File: config.mk
export PLATFORM = sky130hd
export DESIGN_NAME = instr_prefetch_unit
export DESIGN_NICKNAME = d
export VERILOG_FILES = /design/src/rtl/instr_prefetch_unit.sv
export SDC_FILE = /design/constraint.sdc
export NUM_CORES = 1
export LEC_CHECK = 0
export CAP_MARGIN = 25
export CORE_MARGIN = 2
export CORE_UTILIZATION = 55
export DETAILED_ROUTE_END_ITERATION = 8
export PLACE_DENSITY = 0.88
export SYNTH_ARGS = -nofsm -noshare
export SYNTH_HDL_FRONTEND = slang
export SYNTH_SLANG_ARGS = --single-unit
File: constraint.sdc
create_clock -name clk -period 13.1 [get_ports clk]
set_input_delay 1.31 -clock clk [delete_from_list [all_inputs] [get_ports clk]]
set_output_delay 1.31 -clock clk [all_outputs]
set_load 0.01 [all_outputs]
File: src/rtl/instr_prefetch_unit.sv
// Decoupled instruction fetch front end: issues in-order fetches, buffers (pc, instr) pairs
// in a small FIFO and discards in-flight fetches made stale by a branch redirect.
module instr_prefetch_unit #(
    parameter int          DEPTH    = 4,
    parameter logic [63:0] RESET_PC = 64'h0,
    localparam int         CW       = $clog2(DEPTH + 1)
) (
    input  logic          clk,
    input  logic          rst,
    input  logic          redirect,
    input  logic [63:0]   redirect_pc,
    output logic          imem_req_valid,
    input  logic          imem_req_ready,
    output logic [63:0]   imem_req_addr,
    input  logic          imem_resp_valid,
    input  logic [31:0]   imem_resp_data,
    output logic          out_valid,
    input  logic          out_ready,
    output logic [63:0]   out_pc,
    output logic [31:0]   out_instr,
    output logic [CW-1:0] occupancy
);

    localparam int          PW  = (DEPTH > 1) ? $clog2(DEPTH) : 1;
    localparam int          DW  = 16;
    localparam logic [31:0] NOP = 32'h0000_0013;

    logic [63:0]   fetch_pc_q, fetch_pc_d;
    logic [63:0]   resp_pc_q, resp_pc_d;
    logic [CW-1:0] live_q, live_d;
    logic [DW-1:0] drop_q, drop_d;
    logic [PW-1:0] wr_ptr_q, wr_ptr_d;
    logic [PW-1:0] rd_ptr_q, rd_ptr_d;
    logic [CW-1:0] count_q, count_d;

    logic [63:0]   pc_mem    [DEPTH];
    logic [31:0]   instr_mem [DEPTH];

    logic [CW:0]   credit_sum;
    logic          req_fire;
    logic          outstanding;
    logic          resp_drop;
    logic          resp_keep;
    logic          pop;
    logic [63:0]   target_pc;
    logic          unused_lsbs;

    assign target_pc   = {redirect_pc[63:2], 2'b00};
    assign unused_lsbs = ^redirect_pc[1:0];

    // Credits cover both buffered entries and kept in-flight fetches, so a push never finds the FIFO full.
    assign credit_sum     = {1'b0, count_q} + {1'b0, live_q};
    assign imem_req_valid = !rst && !redirect && (credit_sum < (CW + 1)'(DEPTH));
    assign imem_req_addr  = fetch_pc_q;
    assign req_fire       = imem_req_valid && imem_req_ready;

    assign outstanding = (drop_q != '0) || (live_q != '0);
    assign resp_drop   = imem_resp_valid && (drop_q != '0);
    assign resp_keep   = imem_resp_valid && (drop_q == '0) && (live_q != '0) && !redirect;

    assign out_valid = (count_q != '0);
    assign pop       = out_valid && out_ready;
    assign out_pc    = out_valid ? pc_mem[rd_ptr_q] : 64'h0;
    assign out_instr = out_valid ? instr_mem[rd_ptr_q] : NOP;
    assign occupancy = count_q;

    always_comb begin
        fetch_pc_d = fetch_pc_q;
        resp_pc_d  = resp_pc_q;
        live_d     = live_q;
        drop_d     = drop_q;
        wr_ptr_d   = wr_ptr_q;
        rd_ptr_d   = rd_ptr_q;
        count_d    = count_q;
        if (redirect) begin
            // Every fetch still owed by memory becomes a drop; a response arriving now retires one of them.
            fetch_pc_d = target_pc;
            resp_pc_d  = target_pc;
            drop_d     = drop_q + DW'(live_q) - DW'(imem_resp_valid && outstanding);
            live_d     = '0;
            wr_ptr_d   = '0;
            rd_ptr_d   = '0;
            count_d    = '0;
        end else begin
            if (req_fire) begin
                fetch_pc_d = fetch_pc_q + 64'd4;
            end
            if (resp_drop) begin
                drop_d = drop_q - DW'(1);
            end
            if (resp_keep) begin
                resp_pc_d = resp_pc_q + 64'd4;
            end
            live_d   = live_q + CW'(req_fire) - CW'(resp_keep);
            wr_ptr_d = wr_ptr_q + PW'(resp_keep);
            rd_ptr_d = rd_ptr_q + PW'(pop);
            count_d  = count_q + CW'(resp_keep) - CW'(pop);
        end
    end

    always_ff @(posedge clk) begin
        if (rst) begin
            fetch_pc_q <= RESET_PC;
            resp_pc_q  <= RESET_PC;
            live_q     <= '0;
            drop_q     <= '0;
            wr_ptr_q   <= '0;
            rd_ptr_q   <= '0;
            count_q    <= '0;
        end else begin
            fetch_pc_q <= fetch_pc_d;
            resp_pc_q  <= resp_pc_d;
            live_q     <= live_d;
            drop_q     <= drop_d;
            wr_ptr_q   <= wr_ptr_d;
            rd_ptr_q   <= rd_ptr_d;
            count_q    <= count_d;
        end
    end

    always_ff @(posedge clk) begin
        if (resp_keep) begin
            pc_mem[wr_ptr_q]    <= resp_pc_q;
            instr_mem[wr_ptr_q] <= imem_resp_data;
        end
    end

    resp_has_owner: assert property (@(posedge clk) disable iff (rst)
        imem_resp_valid |-> outstanding)
        else $error("instr_prefetch_unit: response with no outstanding request");

endmodule

=== After elaboration in Yosys (flattened, before gate mapping) ===
Memory sizes are Yosys's and may differ from the RTL's. A register that Yosys moved wholly into a read port is not among the register bits.
Index checks and enable logic that the tools add are counted.
W data, S select, Z words.

* Word-level logic and storage cells: 56
* Memories: 2
* Register bits after elaboration: 154
* Output and inout bits: 165
* Bits in writable memories: 384

{| class="wikitable"
|+ Memory list
! memory !! words !! bits a word !! rd ports !! clocked after memory_dff !! write ports !! RTL line !! RTL
|-
| pc_mem || 4 || 64 || 1 || 1 || 1 || 36 || <nowiki>logic [63:0] pc_mem [DEPTH];</nowiki>
|-
| instr_mem || 4 || 32 || 1 || 1 || 1 || 37 || <nowiki>logic [31:0] instr_mem [DEPTH];</nowiki>
|}

* Magnitude comparators: 1
* Reductions and logical operators: 20
* Add/sub/neg operators: 12
* Multiplexer cells: 12

{| class="wikitable"
|+ Operators with widths
! kind !! number
|-
| $mux W64 || 5
|-
| $add A64 B3 Y64 const B || 2
|-
| $mux W16 || 2
|-
| $mux W32 || 1
|-
| $add A16 B3 Y16 || 1
|-
| $logic_not A16 Y1 || 1
|-
| $reduce_bool A16 Y1 || 1
|-
| $sub A16 B1 Y16 || 1
|-
| $sub A16 B1 Y16 const B || 1
|-
| $logic_and A1 B1 Y1 || 9
|-
| $add A3 B1 Y3 || 2
|-
| $reduce_bool A2 Y1 || 3
|-
| $reduce_bool A3 Y1 || 2
|-
| $sub A3 B1 Y3 || 2
|-
| $add A2 B1 Y2 || 2
|-
| $add A3 B3 Y4 || 1
|-
| $lt A4 B3 Y1 const B || 1
|-
| $mux W2 || 2
|-
| $logic_not A1 Y1 || 2
|-
| $mux W1 || 2
|-
| $reduce_or A2 Y1 || 1
|-
| $logic_or A1 B1 Y1 || 1
|}

=== Longest topological paths before layout ===
Gate-level depths: netlist of the first run.

* Depth in word-level cells: 6
* Gate-level depth with buffers: 17

=== Least setup slack after synthesis of the first run ===
OpenSTA, ideal clock, no wires.

* Kind: in2reg
* From: input port imem_resp_valid
* To: memory instr_mem[2][0] (enable)
* Library setup time: 682 ps
* Path buffers: 0
* Stages: 4
* Required time: 12418 ps
* Path slack: 3498 ps
* Data arrival time: 8920 ps
* Cell sequence: o31ai_1 > nor4_4 > nand2_1 > nor3b_1

* Longest elaborated chain between the ends: 5

{| class="wikitable"
|+ Ends and longest elaborated chain
! element !! RTL line !! RTL
|-
| start, declared || 15 || <nowiki>input logic imem_resp_valid,</nowiki>
|-
| $logic_and A1 B1 Y1 (3 in a row) || 59 || <nowiki>assign resp_keep = imem_resp_valid && (drop_q == '0) && (live_q != '0) && !redirect;</nowiki>
|-
| $mux W1 || 122 || <nowiki>if (resp_keep) begin</nowiki>
|-
| $mux W1 (not written as such) || 124 || <nowiki>instr_mem[wr_ptr_q] <= imem_resp_data;</nowiki>
|-
| end, declared || 37 ||
|}

No other way between the ends.

==> impl_metrics.csv, run 1 <==
group,metric,value,unit
final_layout,finish.utilization,0.681,
routing,drc_errors,0,
cts,clkSinkCount,526,
floorplanning,io_pins,267,
logic_synthesis,yosysTopAreaCellShare,0.480,
final_layout,multiInputGateArea,8680,um^2
global_route,grtUsageTotal,0.271,
routing,vias_per_cell,6.23,
floorplanning,core,42000,um^2
final_layout,regArea,14300,um^2
floorplanning,dieWidth,211,um
final_layout,fin_nets,2180,
cts,cts_max_level,2,
placed_design,io_buffers,260,
logic_synthesis,synth_edf_count,376,
floorplanning,num_rows,75,
sta,relSlewSlack,0.233,
pwr,power.density,145,nW/um^2
worst_setup_path,cp-end-kind,"primary output",
routing,vias,16300,
worst_setup_path,cp-startpoint,"rd_ptr_q[0]$_SDFF_PP0_",
placed_design,gp_congestion,0.900,
global_route,grt.overflow.total,0,
sta,finalCritPeriodShare,0.381,
sta,setup_viol,0,
worst_setup_path,startpoint_type,"flop",
cts,cts_buffers,53,
sta,finClkSkew,0.0218,ns
global_route,grt_max_degree,67,
floorplanning,die_y,211,um
worst_setup_path,arrival,3.68,ns
hold_path,hold_class,"flop to flop",
cts,path_clk_slew,0.06,ns
global_route,grt_pass1_vias,16200,
routing,postRouteAntennaNets,0,
global_route,antenna_found_initial,1,
sta,period_needed,4.99,ns
routing,avgRoutedWirePerCell,23.1,um
logic_synthesis,synth_flop_cell,"edfxtp_1",
sta,final-hold-violation-count,0,
routing,wirelength,60.4,mm
logic_synthesis,yosys_warnings,0,
logic_synthesis,syn_area,23500,um^2
logic_synthesis,synth-seq-cells,526,
cts,clk_path_buf_depth,3,
worst_setup_path,worstPathRequired,11.79,ns
logic_synthesis,ys_types,71,
cts,cts_hold_buf,0,
placed_design,dp.cells,2512,
floorplanning,start_util,0.559,
logic_synthesis,netlist_instances,1782,
routing,dr.pass1.iters,6,
worst_setup_path,crit_fanout,44,
placed_design,hpwl,39.1,mm
global_route,grt_pass1_wl,92.2,mm
pwr,ir_drop,0.0974,mV
cts,clock_latency,0.61,ns
sta,fmax,200,MHz
cts,cts_tree,"yes",
run_status,status,"finished clean",
routing,drt_iter0_markers,1907,
hold_path,min_from,"imem_req_addr[33]$_SDFFE_PP0P_",
final_layout,fillCellCount,2846,
worst_setup_path,reg2reg_from,"drop_q[9]$_SDFFE_PP0P_",
cts,cts_resized,0,
logic_synthesis,synth-seq-area-share,0.608,
logic_synthesis,avgSynthCellArea,13.2,um^2
final_layout,drive_gt1_frac,0.114,
worst_setup_path,critPathKind,"flop to primary output",
logic_synthesis,synthTopCellsByArea,"edfxtp_1 48%, dfxtp_1 13%, mux4_2 9.0%",
final_layout,fin_cells,2613,
floorplanning,die_area,44400,um^2
sta,finalSetupTns,0,ns
pwr,power_leakage,0.00954,uW
sta,rsz0062_at_grt,"false",
logic_synthesis,async_flop_share,0,
logic_synthesis,synth_top_cell_by_area,"edfxtp_1",
cts,root_buffer,"clkbuf_16",
cts,post_cts.repair.setup_buffers,0,
sta,finalMaxSlewViolations,0,
final_layout,area_delta_synth_final,21.6,%
flow_run,max_cap_viol_count,0,
sta,worst_slew_pin_slew,1.14,ns
-- path summary, 6_finish.rpt --
path / to / slack [ns] / depth (start not counted)
max reg2reg: pc_mem[1][6]$_DFFE_PP_ / 8.60 / 9
min: imem_req_addr[33]$_SDFFE_PP0P_ / 0.52 / 2
min reg2reg: imem_req_addr[33]$_SDFFE_PP0P_ / 0.52 / 2
max: out_instr[1] / 8.11 / 5
-- layout make-up --
| type | count | share of cell area |
|---|---|---|
| Multi-Input combinational cell | 1110 | 0.303 |
| Inverter | 58 | 0.00765 |
| Tap cell | 539 | 0.0236 |
| Timing Repair Buffer | 279 | 0.0963 |
| Antenna cell | 1 | 0.0000875 |
| Clock buffer | 69 | 0.0524 |
| Clock inverter | 31 | 0.0169 |
| Sequential cell | 526 | 0.500 |
-- report_power, final --
group          switching [uW]  internal (uW)
Sequential               63.2           1830
Clock                     662           1010
Combinational             323            260
-- cell families (layout without fill, tap and decap cells) --
| family | after synthesis | after routing | share of synthesized area |
|---|---|---|---|
| flip-flops | 526 | 526 | 0.608 |
| buffers and inverters | 149 | 437 | 0.0252 |
| XOR/XNOR | 101 | 101 | 0.0376 |
| other | 1 | 5 | 0.000159 |
| AND/OR/NAND/NOR | 586 | 586 | 0.133 |
| AO/OA/AOI/OAI | 262 | 262 | 0.0735 |
| multiplexers | 107 | 107 | 0.0958 |
| adder cells (fa/ha/maj) | 50 | 50 | 0.0276 |
-- sequential cells by signal, indices dropped and copies added (netlist names) --
register / cells
drop_q: 16
imem_req_addr: 62
instr_mem: 128
live_q: 3
occupancy: 3
pc_mem: 248
rd_ptr_q: 2
resp_pc_q: 62
wr_ptr_q: 2
-- synthesized netlist by cell type (all sizes together), types with 4 or more instances --
cell and n:
or3 13, and2 111, xor2 29, a222oi 5
xnor2 72, a21o 4, a22oi 6, nor2b 8
dfxtp 150, buf 25, inv 58, mux2 5
o311ai 5, clkbuf 66, and3 26, nor4 15
nand3 42, nand4b 5, a211oi 41, a21boi 14
edfxtp 376, nand4 42, a21oi 59, a311oi 6
ha 47, and4 15, nor2 136, a31oi 19
o22ai 4, nor3b 6, nor3 31, nand2 119
o21bai 8, mux4 94, or2 5, mux2i 8
o21ai 48, a221oi 5, o211ai 14, o31ai 5
-- per-stage QoR --
stage | setup slack [ns] | area (um^2) | total power, uW | hold slack, ns
floorplan | 3.50 | 23500 | 2310 | 0.460
global placement | 7.63 | 26600 | 2470 | 0.499
detailed placement | 7.59 | 26600 | 2490 | 0.508
CTS | 7.98 | 28600 | 4160 | 0.519
global route | 7.85 | 28600 | 4300 | 0.546
finish | 8.11 | 28600 | 4150 | 0.519
-- layout by cell type, fill, tap and decap left out, drive strengths merged, types with 6 or more instances in the layout --
cell,synthesis,layout
ha,47,47
mux4,94,94
nand3,42,42
a311oi,6,6
o21bai,8,8
or3,13,13
clkbuf,66,69
a211oi,41,41
clkinv,0,13
nor3b,6,6
nor3,31,31
nand2,119,119
xnor2,72,72
inv,58,59
bufinv,0,10
o21ai,48,48
mux2i,8,8
a21oi,59,59
and2,111,111
nor4,15,15
nor2b,8,8
nor2,136,136
clkdlybuf4s50,0,258
dfxtp,150,150
edfxtp,376,376
and3,26,26
a21boi,14,14
a22oi,6,6
buf,25,21
xor2,29,29
nand4,42,42
a31oi,19,19
and4,15,15
clkinvlp,0,7
o211ai,14,14
-- per-layer routing --
layer	vias to the layer above	wire, um	part of all wire	global-route usage
li1	7213	-	-	-
met1	8026	23900	0.40	0.370
met2	907	28800	0.48	0.439
met3	136	5880	0.097	0.0514
met4	0	1800	0.030	0.0986
met5	-	0	0	0
-- critical path: stages (launching register included) --
cell	delay, ns
dfxtp_4	0.53
buf_16	0.34
buf_4	0.76
mux4_2	0.59
or2_2	0.29
clkdlybuf4s50_1	0.51
Note: power is estimated with default switching activity, not from simulation.
==> run 2, diff against run 1 <==
- clock period: 13.1 -> 4.7 ns (I/O delays scaled with it)
==> run 2 against run 1 <==
Global-route usage increased by 0.21 points. Hold slack got worse by 0.12 ns. First-iteration DRC count decreased by 6.2%. Sequential power increased to 2.8 times the previous value. Setup slack got worse by 7.6 ns. Critical path depth increased by 12. Combinational power increased to 2.8 times the previous value. Cell count increased by 0.34%. Power increased to 2.7 times the previous value. Clock-buffer cell count increased by 8. Clock skew increased by 0.019 ns. Utilization decreased by 0.15 points. Critical path type is now flop to flop. Highest routed layer is now met5.
==> impl_metrics.csv, run 2 (synthesis results as in run 1) <==
group,metric,value,unit
final_layout,final_common_cell,"edfxtp_1",
cts,post_cts.repair.setup_buffers,0,
routing,dr.pass1.iters,6,
cts,path_clk_slew,0.06,ns
placed_design,hpwl,40.1,mm
global_route,grt_max_degree,95,
worst_setup_path,cp-end-kind,"flop",
floorplanning,die_y,211,um
hold_path,hold_end,"rd_ptr_q[1]$_SDFF_PP0_",
global_route,antenna_found_initial,2,
final_layout,fin_nets,2189,
placed_design,io_buffers,260,
sta,finClkSkew,0.0403,ns
sta,worst_slew_pin_slew,1.05,ns
pwr,power.density,388,nW/um^2
worst_setup_path,reg2reg_from,"drop_q[9]$_SDFFE_PP0P_",
cts,clk_path_buf_depth,3,
routing,vias,16200,
worst_setup_path,ff2ff_path_depth,17,
routing,postRouteAntennaNets,0,
worst_setup_path,arrival,4.72,ns
worst_setup_path,ff2ff_setup_slack,0.46,ns
cts,cts_buffers,52,
final_layout,area_delta_synth_final,21.4,%
sta,setup_viol,0,
placed_design,gp_congestion,0.920,
sta,finalMaxSlewViolations,0,
sta,rsz0062_at_grt,"false",
pwr,power_leakage,0.00949,uW
global_route,grt.overflow.total,0,
final_layout,top_regs,"pc_mem x248, instr_mem x128",
floorplanning,core,42000,um^2
sta,relSlewSlack,0.295,
routing,avgRoutedWirePerCell,23.2,um
floorplanning,dieWidth,211,um
hold_path,min_from,"rst",
final_layout,finish.utilization,0.679,
worst_setup_path,crit_family,"compound AO/OA/AOI/OAI gates",
global_route,grtUsageTotal,0.273,
hold_path,holdPathStages,4,
sta,finalSetupTns,0,ns
final_layout,top_register,"pc_mem",
worst_setup_path,startpoint_type,"flop",
run_status,status,"finished clean",
sta,final-hold-violation-count,0,
cts,clkSinkCount,526,
routing,drt_iter0_markers,1789,
cts,cts_max_level,2,
worst_setup_path,path_buf_inv,3,
cts,cts_resized,0,
final_layout,drive_gt1_frac,0.111,
floorplanning,io_pins,267,
hold_path,hold_class,"primary input to flop",
cts,cts_tree,"yes",
global_route,grt_pass1_vias,16200,
cts,root_buffer,"clkbuf_16",
worst_setup_path,max_stage_delay,0.51,ns
floorplanning,num_rows,75,
sta,finalCritPeriodShare,0.901,
final_layout,fillCellCount,2831,
sta,fmax,236,MHz
final_layout,largest_reg_flops,248,
cts,clock_latency,0.62,ns
cts,cts_hold_buf,0,
worst_setup_path,worstPathRequired,5.18,ns
floorplanning,start_util,0.559,
final_layout,final_cell_mix,"376 x edfxtp_1, 258 x clkdlybuf4s50_1, 148 x dfxtp_1",
worst_setup_path,critPathKind,"flop to flop",
floorplanning,die_area,44400,um^2
worst_setup_path,crit_chain,"inv_1, ha_1, nand4_2, o31ai_1, nand2_1, ha_1, inv_1, ha_1, inv_1, fa_1, nor2b_1, o21ai_0, a221oi_1, o21ai_0, o211ai_1, xor2_1, a211oi_1",
pwr,ir_drop,0.406,mV
sta,period_needed,4.24,ns
worst_setup_path,crit_fanout,5,
worst_setup_path,regToRegEndpoint,"drop_q[12]$_SDFFE_PP0P_",
global_route,grt_pass1_wl,93.0,mm
worst_setup_path,critPathSlowestCell,"a221oi_1",
flow_run,max_cap_viol_count,0,
routing,wirelength,60.8,mm
routing,drc_errors,0,
routing,vias_per_cell,6.20,
run 2: power breakdown:
| part | switching, uW | internal, uW |
|---|---|---|
| clock | 1760 | 2410 |
| sequential | 178 | 5090 |
| combinational | 913 | 730 |
| total | 2850 | 8230 |
run 2: per-layer routing:
layer,vias to the layer above,part of all wire,global-route usage
li1,7233,-,-
met1,7979,0.40,0.366
met2,881,0.47,0.443
met3,151,0.095,0.0607
met4,2,0.035,0.101
met5,-,0.00021,0
run 2: area by class of cell:
class                   count  area (um^2)  area share
diodes                      2         5.00    0.000175
well taps                 539          674      0.0236
clock buffers              77         1480      0.0517
repair buffers            289         2930       0.102
inverters                  58          219     0.00767
clock inverters            21          265     0.00929
multi-input cells        1110         8680       0.304
flip-flops and latches    526        14300       0.501
run 2: how the worst max path moves through the flow:
stage                           startpoint                   endpoint  slack (ns)  cells past startpoint
finish              drop_q[9]$_SDFFE_PP0P_    drop_q[12]$_SDFFE_PP0P_        0.46                     17
global route        drop_q[9]$_SDFFE_PP0P_    drop_q[12]$_SDFFE_PP0P_        0.25                     17
CTS                 drop_q[9]$_SDFFE_PP0P_    drop_q[12]$_SDFFE_PP0P_        0.56                     17
detailed placement  drop_q[9]$_SDFFE_PP0P_    drop_q[14]$_SDFFE_PP0P_        0.60                     17
global placement    drop_q[9]$_SDFFE_PP0P_    drop_q[14]$_SDFFE_PP0P_        0.66                     17
floorplan           drop_q[9]$_SDFFE_PP0P_  instr_mem[1][0]$_DFFE_PP_        0.11                      8
run 2: metrics by stage:
stage	hold slack (ns)	worst slack (ns)	instances	power (uW)	area [um^2]
floorplan	0.460	0.112	1785	6450	23600
global placement	0.501	0.656	2522	6900	26800
detailed placement	0.523	0.599	2522	6960	26800
CTS	0.351	0.563	2620	11100	28500
global route	0.404	0.250	2621	11500	28500
finish	0.394	0.464	2622	11100	28500
run 2: tightest hold or removal path, delay by kind of cell:
| kind | cells | cell delay [ns] |
|---|---|---|
| buffers and inverters | 2 | 0.31 |
| AND/OR/NAND/NOR | 2 | 0.17 |
